**src/rtl/serial_tx.sv**
```systemverilog
// serial_tx: parallel-in serial-out frame transmitter (start, data LSB-first, optional even parity, stop)
module serial_tx #(
  parameter int WIDTH        = 8,
  parameter int CLKS_PER_BIT = 4,
  parameter int PARITY_EN    = 1
) (
  input  logic             clk,
  input  logic             reset,
  input  logic [WIDTH-1:0] tx_data,
  input  logic             tx_valid,
  output logic             tx_ready,
  output logic             tx_line,
  output logic             busy,
  output logic             done
);
  localparam int CW = CLKS_PER_BIT > 1 ? $clog2(CLKS_PER_BIT) : 1;
  localparam int IW = WIDTH > 1 ? $clog2(WIDTH + 1) : 1;
  typedef enum logic [2:0] {IDLE, START, DATA, PARITY, STOP} state_t;
  state_t state, state_n;
  logic [CW-1:0] cnt;
  logic [IW-1:0] idx;
  logic [WIDTH-1:0] shift;
  logic par, bit_end, last_bit;
  assign bit_end  = cnt == CW'(CLKS_PER_BIT - 1);
  assign last_bit = idx == IW'(WIDTH - 1);
  assign tx_ready = state == IDLE;
  assign busy     = state != IDLE;
  always_comb begin
    state_n = state;
    case (state)
      IDLE:    state_n = tx_valid ? START : IDLE;
      START:   state_n = bit_end ? DATA : START;
      DATA:    state_n = !(bit_end && last_bit) ? DATA : (PARITY_EN != 0 ? PARITY : STOP);
      PARITY:  state_n = bit_end ? STOP : PARITY;
      default: state_n = bit_end ? IDLE : STOP;
    endcase
  end
  always_comb begin
    tx_line = state == START ? 1'b0 : state == DATA ? shift[0] : state == PARITY ? par : 1'b1;
  end
  always_ff @(posedge clk) begin
    if (reset) begin
      state <= IDLE;
      cnt   <= '0;
      idx   <= '0;
      shift <= '0;
      par   <= 1'b0;
      done  <= 1'b0;
    end else begin
      state <= state_n;
      done  <= state == STOP && bit_end;
      if (state == IDLE) begin
        cnt <= '0;
        idx <= '0;
        if (tx_valid) begin
          shift <= tx_data;
          par   <= ^tx_data;
        end
      end else begin
        cnt <= bit_end ? '0 : cnt + 1'b1;
        if (state == DATA && bit_end) begin
          shift <= shift >> 1;
          idx   <= idx + 1'b1;
        end
      end
    end
  end
endmodule

```
**config.mk**
```make
export PLATFORM = sky130hd
export DESIGN_NAME = serial_tx
export DESIGN_NICKNAME = d
export VERILOG_FILES = /design/src/rtl/serial_tx.sv
export SDC_FILE = /design/constraint.sdc
export NUM_CORES = 1
export LEC_CHECK = 0
export ABC_AREA = 1
export CAP_MARGIN = 20
export CORE_ASPECT_RATIO = 0.5
export CORE_MARGIN = 2
export CORE_UTILIZATION = 35
export DETAILED_ROUTE_END_ITERATION = 12
export HOLD_SLACK_MARGIN = 0.02
export PLACE_DENSITY = 0.55
export SLEW_MARGIN = 25
export SYNTH_ARGS = -nofsm -noshare
export SYNTH_HDL_FRONTEND = slang
export SYNTH_SLANG_ARGS = --single-unit
```
**constraint.sdc**
```tcl
create_clock -name clk -period 1.6 [get_ports clk]
set_input_delay 0.4 -clock clk [delete_from_list [all_inputs] [get_ports clk]]
set_output_delay 0.4 -clock clk [all_outputs]
set_load 0.03 [all_outputs]
```
==> results.tsv, run 1 <==
metric	value	unit
status	finished clean	
Post-Route Skew	0.519	ps
Max VDD drop	0.302	mV
#FFs+latches synth	19	
maximum fanout along the worst path	4	
Post-Syn Area per Cell	7.09	um^2
GRT Total Usage	0.134	
RD Place Congestion	0.761	
First-pass DRT Iterations	4	
Worst R2R Setup Slack	210	ps
die area	0.00378	mm^2
Seq/Total Area, Yosys	0.331	
Setup violations, final	0	
Final Hold Viols	0	
Setup TNS Final	0	ps
Core Area	0.00307	mm^2
Tmin final	1550	ps
H-tree depth	1	
number of cells produced by synthesis	162	
Hold WS	438	ps
Sink Count	19	
Pwr Total	1080	uW
share of cells above drive strength 1	0.272	
CTS Buffer Depth	2	
DRT iter0 DRCs	58	
chip height	44.5	um
Final ANT Viol Nets	0	
routed len/inst	10.0	um
Max Freq	644	MHz
PwrDens	750	mW/mm^2
post-synth cell types	29	
Final Net Count	198	
initial antenna violation count	0	
CP Capture Type	output port	
crit path kind	register to output port	
Data arrival, critical path	1150	ps
total grt overflow	0	
# IOs	15	
Synth area leaders	dfxtp_1, nand2_1, a21oi_2	
worst relative slew slack	0.804	
synth warn	0	
initial core utilization	0.375	
Clk Latency, worst-skew pair	250	ps
Antenna Cells	0	
vias per cell	4.45	
Hold Path Depth	1	
dpl cells	218	
Reg2Reg Capture Point	shift[0]	
WHS Endpoint	cnt[0]	
Worst-Margin Slew	296	ps
worst hold path type	register to register	
Final period util	0.971	
CTS tree	built	
Synth area leader	dfxtp_1	
via count	997	
Die W	85.0	um
fin. max-slew vios	0	
Detail Placement HPWL	1.70	mm
required time worst endpoint	1200	ps
Area after DPL	0.00135	mm^2
Final Cell Area	0.00145	mm^2
routed wire length	2.24	mm
row cnt	14	
Hold Startpoint	cnt[0]	
CTS buffer count	3	
port bufs	14	
Area Growth Syn to Fin	25.9	%
largest net degree at the start of global routing	11	
Leak	0.000616	uW
first-pass GRT wire length	3.95	mm
non-filler cells, final	224	
syn_nets	175	
FF-to-FF Start	state[1]	
RSZ-0062 raised after global routing	yes	
detailed-route DRC error count	0	
Worst R2R Path Depth	7	
Max Cap Violations	0	
synthesized cell area	0.00115	mm^2
startpoint types	register	
Worst-path clk slew	70	ps
Synth top area share	0.331	
vias in the first global route	874	
CTS root buf	clkbuf_8	
-- layout by cell type (no fill, tap or decap), types with 2 or more instances in the layout --
cell type,n
nand2_8,2
a21oi_1,5
clkinv_4,2
nor2_1,12
dfxtp_2,2
nand3_4,2
nand2_2,8
clkbuf_8,3
dfxtp_1,16
o21ai_1,6
nand3_1,3
inv_1,15
clkdlybuf4s50_1,10
nor3_1,2
buf_4,9
a21oi_2,8
ha_1,2
nand2_1,55
nor3_2,2
o21ai_0,4
-- metal layers --
metal / wire, um / track usage / part of all wire / up-vias
met4: 17 / 0.0286 / 0.0076 / 0
met1: 1140 / 0.180 / 0.51 / 421
li1: - / - / - / 548
met5: 0 / 0 / 0 / -
met2: 971 / 0.217 / 0.43 / 26
met3: 109 / 0.0392 / 0.049 / 2
-- cells by family (layout without fill, tap and decap cells) --
| kind of cell | after synthesis | in the layout | share of synthesized area |
|---|---|---|---|
| xor+xnor | 1 | 1 | 0.00763 |
| flops | 19 | 19 | 0.331 |
| simple gates | 93 | 93 | 0.414 |
| buf+inv | 23 | 45 | 0.0926 |
| compound gates | 24 | 24 | 0.133 |
| fa+ha+maj | 2 | 2 | 0.0218 |
-- power breakdown --
group          total, uW  switching (uW)  internal (uW)
registers            506            14.5            492
clock network        333             156            177
logic                245             143            102
-- synth_stat cells, drive strengths merged --
master / number
nand2: 66
dfxtp: 19
inv: 18
a21oi: 13
nor2: 13
o21ai: 10
nand3: 6
nor3: 5
clkinv: 3
buf: 2
ha: 2
a211oi: 1
nand3b: 1
nor3b: 1
or2: 1
xnor2: 1
-- sequential cells by signal (all words and copies together) (netlist names) --
name	flops
state	3
shift	8
done	1
cnt	2
idx	4
par	1
-- final cells by class --
type / instances / area [um^2]
timing repair buffer: 20 / 176
tap: 40 / 50.0
multi-input combinational: 120 / 691
sequential: 19 / 387
inverter: 21 / 97.6
clock buffer: 4 / 45.0
fill: 308 / 1620
-- worst max-delay path by stage --
stage	slack [ps]	cells after the start	to	startpoint
4_1_cts	7	6	tx_line	state[1]
3_3_place_gp	40	10	par	tx_data[6]
6_report	50	6	tx_line	state[1]
2_1_floorplan	180	4	tx_line	state[0]
5_1_grt	-10	6	tx_line	state[1]
3_5_place_dp	40	10	par	tx_data[6]
-- stage by stage --
stage	setup slack (ps)	utilization
floorplan	183	-
global placement	45.0	0.441
detailed placement	36.0	0.441
CTS	6.52	0.460
global route	-13.9	0.472
finish	46.5	0.472
-- worst max-delay path, cell delays in order, from the launching register on --
cell and delay, ps:
dfxtp_2 360, inv_4 60, nor2_4 90, nand2_2 50
nor2_1 120, a211oi_2 40, buf_4 170
-- repair_timing --
action | CTS | global route
endpoints found under the setup margin | 3 | 2
resized for setup | 6 | 6
hold buffers | 0 | 0
pin swaps | 0 | 2
cloned | 0 | 0
setup buffers | 0 | 2
(Power assumes the default switching activity.)
==> run 2, diff against run 1 <==
Settings changed: CORE_UTILIZATION 35 to 42, PLACE_DENSITY 0.55 to 0.63.
==> results.tsv, run 2 (synthesized netlist as in run 1, its figures left out) <==
metric	value	unit	change
Die W	78.0	um	-8.3%
Max Freq	640	MHz	-0.61%
Largest Register	shift		
Final ANT Viol Nets	0		unchanged
Detail Placement HPWL	1.70	mm	+0.21%
setup ws final	37.0	ps	-9.53 ps
Area after DPL	0.00135	mm^2	-0.28%
most frequent cells in the layout	nand2_1, dfxtp_1, inv_1		
Leak	0.000616	uW	about the same
row cnt	13		-1
vias per cell	4.61		+3.5%
first-pass GRT wire length	3.58	mm	-9.2%
Tmin final	1560	ps	+9.53 ps
crit path kind	register to output port		
worst hold path type	register to register		
share of cells above drive strength 1	0.266		-0.00543
First-pass DRT Iterations	4		unchanged
Worst R2R Path Depth	6		-1
Final Cell Area	0.00144	mm^2	-0.69%
# IOs	15		unchanged
die area	0.00319	mm^2	-16%
Hold Path Depth	1		unchanged
H-tree depth	1		unchanged
required time worst endpoint	1200	ps	about the same
fin. max-slew vios	0		unchanged
CP Capture Type	output port		
RD Place Congestion	0.782		+2.7%
detailed-route DRC error count	0		unchanged
Worst-path clk slew	70	ps	about the same
register area	387	um^2	unchanged
port bufs	14		unchanged
worst relative slew slack	0.799		-0.00448
most common cell after layout, fill and taps aside	nand2_1		
biggest regs	shift (8), idx (4), state (3)		
Final Hold Viols	0		unchanged
Max VDD drop	0.299	mV	-1.1%
via count	1018		+2.1%
CTS buffer count	3		unchanged
CTS tree	built		
DRT iter0 DRCs	43		-26%
CTS root buf	clkbuf_8		
total grt overflow	0		unchanged
Clk Latency, worst-skew pair	250	ps	about the same
Setup TNS Final	0	ps	unchanged
Antenna Cells	0		unchanged
GRT Total Usage	0.150		+0.0164
Max Cap Violations	0		unchanged
status	finished clean		
CTS Buffer Depth	2		unchanged
Data arrival, critical path	1160	ps	about the same
PwrDens	748	mW/mm^2	-0.17%
Final period util	0.977		+0.00595
worst slack, placed	41.5	ps	+5.53 ps
initial core utilization	0.441		+0.0667
Sink Count	19		unchanged
Worst-Margin Slew	303	ps	+6.74 ps
Multi-input gate area	682	um^2	-1.3%
vias in the first global route	836		-4.3%
Final Net Count	198		unchanged
initial antenna violation count	0		unchanged
routed len/inst	9.84	um	-1.7%
maximum fanout along the worst path	4		unchanged
Area Growth Syn to Fin	25.1	%	
Setup violations, final	0		unchanged
CTS hold repair buffers	0		unchanged
chip height	41.0	um	-7.9%
routed wire length	2.18	mm	-3.0%
Post-Route Skew	3.10	ps	+2.58 ps
Core Area	0.00260	mm^2	-15%
startpoint types	register		
RSZ-0062 raised after global routing	yes		
max reg flops	8		unchanged
Fillers	257		-17%
largest net degree at the start of global routing	15		+4
run 2: where the power goes:
part	total [uW]	switching (uW)	internal (uW)
Sequential	507	14.9	492
Clock	328	151	177
Combinational	240	140	100
run 2: worst max-delay path: stages, from the launching register on:
cell and delay (ps):
dfxtp_4 380, inv_6 50, nor2_4 110, nand2_1 60, nor2_1 110, a211oi_2 40
buf_4 170
run 2: per-layer routing:
| metal | GRT usage | wire length, um |
|---|---|---|
| met5 | 0 | 0 |
| met4 | 0.0351 | 14 |
| met3 | 0.0485 | 95 |
| met2 | 0.263 | 955 |
| met1 | 0.188 | 1110 |
run 2: area by class of cell:
| cell class | count | area share |
|---|---|---|
| timing repair buffer | 20 | 0.123 |
| multi-input combinational | 120 | 0.475 |
| inverter | 21 | 0.0697 |
| clock buffer | 4 | 0.0314 |
| sequential | 19 | 0.269 |
| tap | 37 | 0.0322 |
run 2: path summary, 6_finish.rpt:
kind	to	slack, ps	from
worst min-delay path	cnt[0]	430	cnt[0]
worst max-delay path	tx_line	40	state[1]
worst max register to register	shift[0]	340	state[2]
worst min register to register	cnt[0]	430	cnt[0]
run 2: per-stage QoR:
| stage | power [uW] | util | cells | hold slack (ps) |
|---|---|---|---|---|
| global placement | 752 | 0.518 | 215 | 431 |
| finish | 1070 | 0.552 | 221 | 434 |
| detailed placement | 754 | 0.518 | 215 | 432 |
| global route | 1140 | 0.552 | 221 | 464 |
| CTS | 1090 | 0.543 | 219 | 442 |
| floorplan | 680 | - | 162 | 414 |
run 2: what timing repair did:
action | in CTS | in global routing
pin swaps | 0 | 1
endpoints found under the setup margin | 2 | 1
gates resized for setup | 8 | 3
buffers inserted | 0 | 2
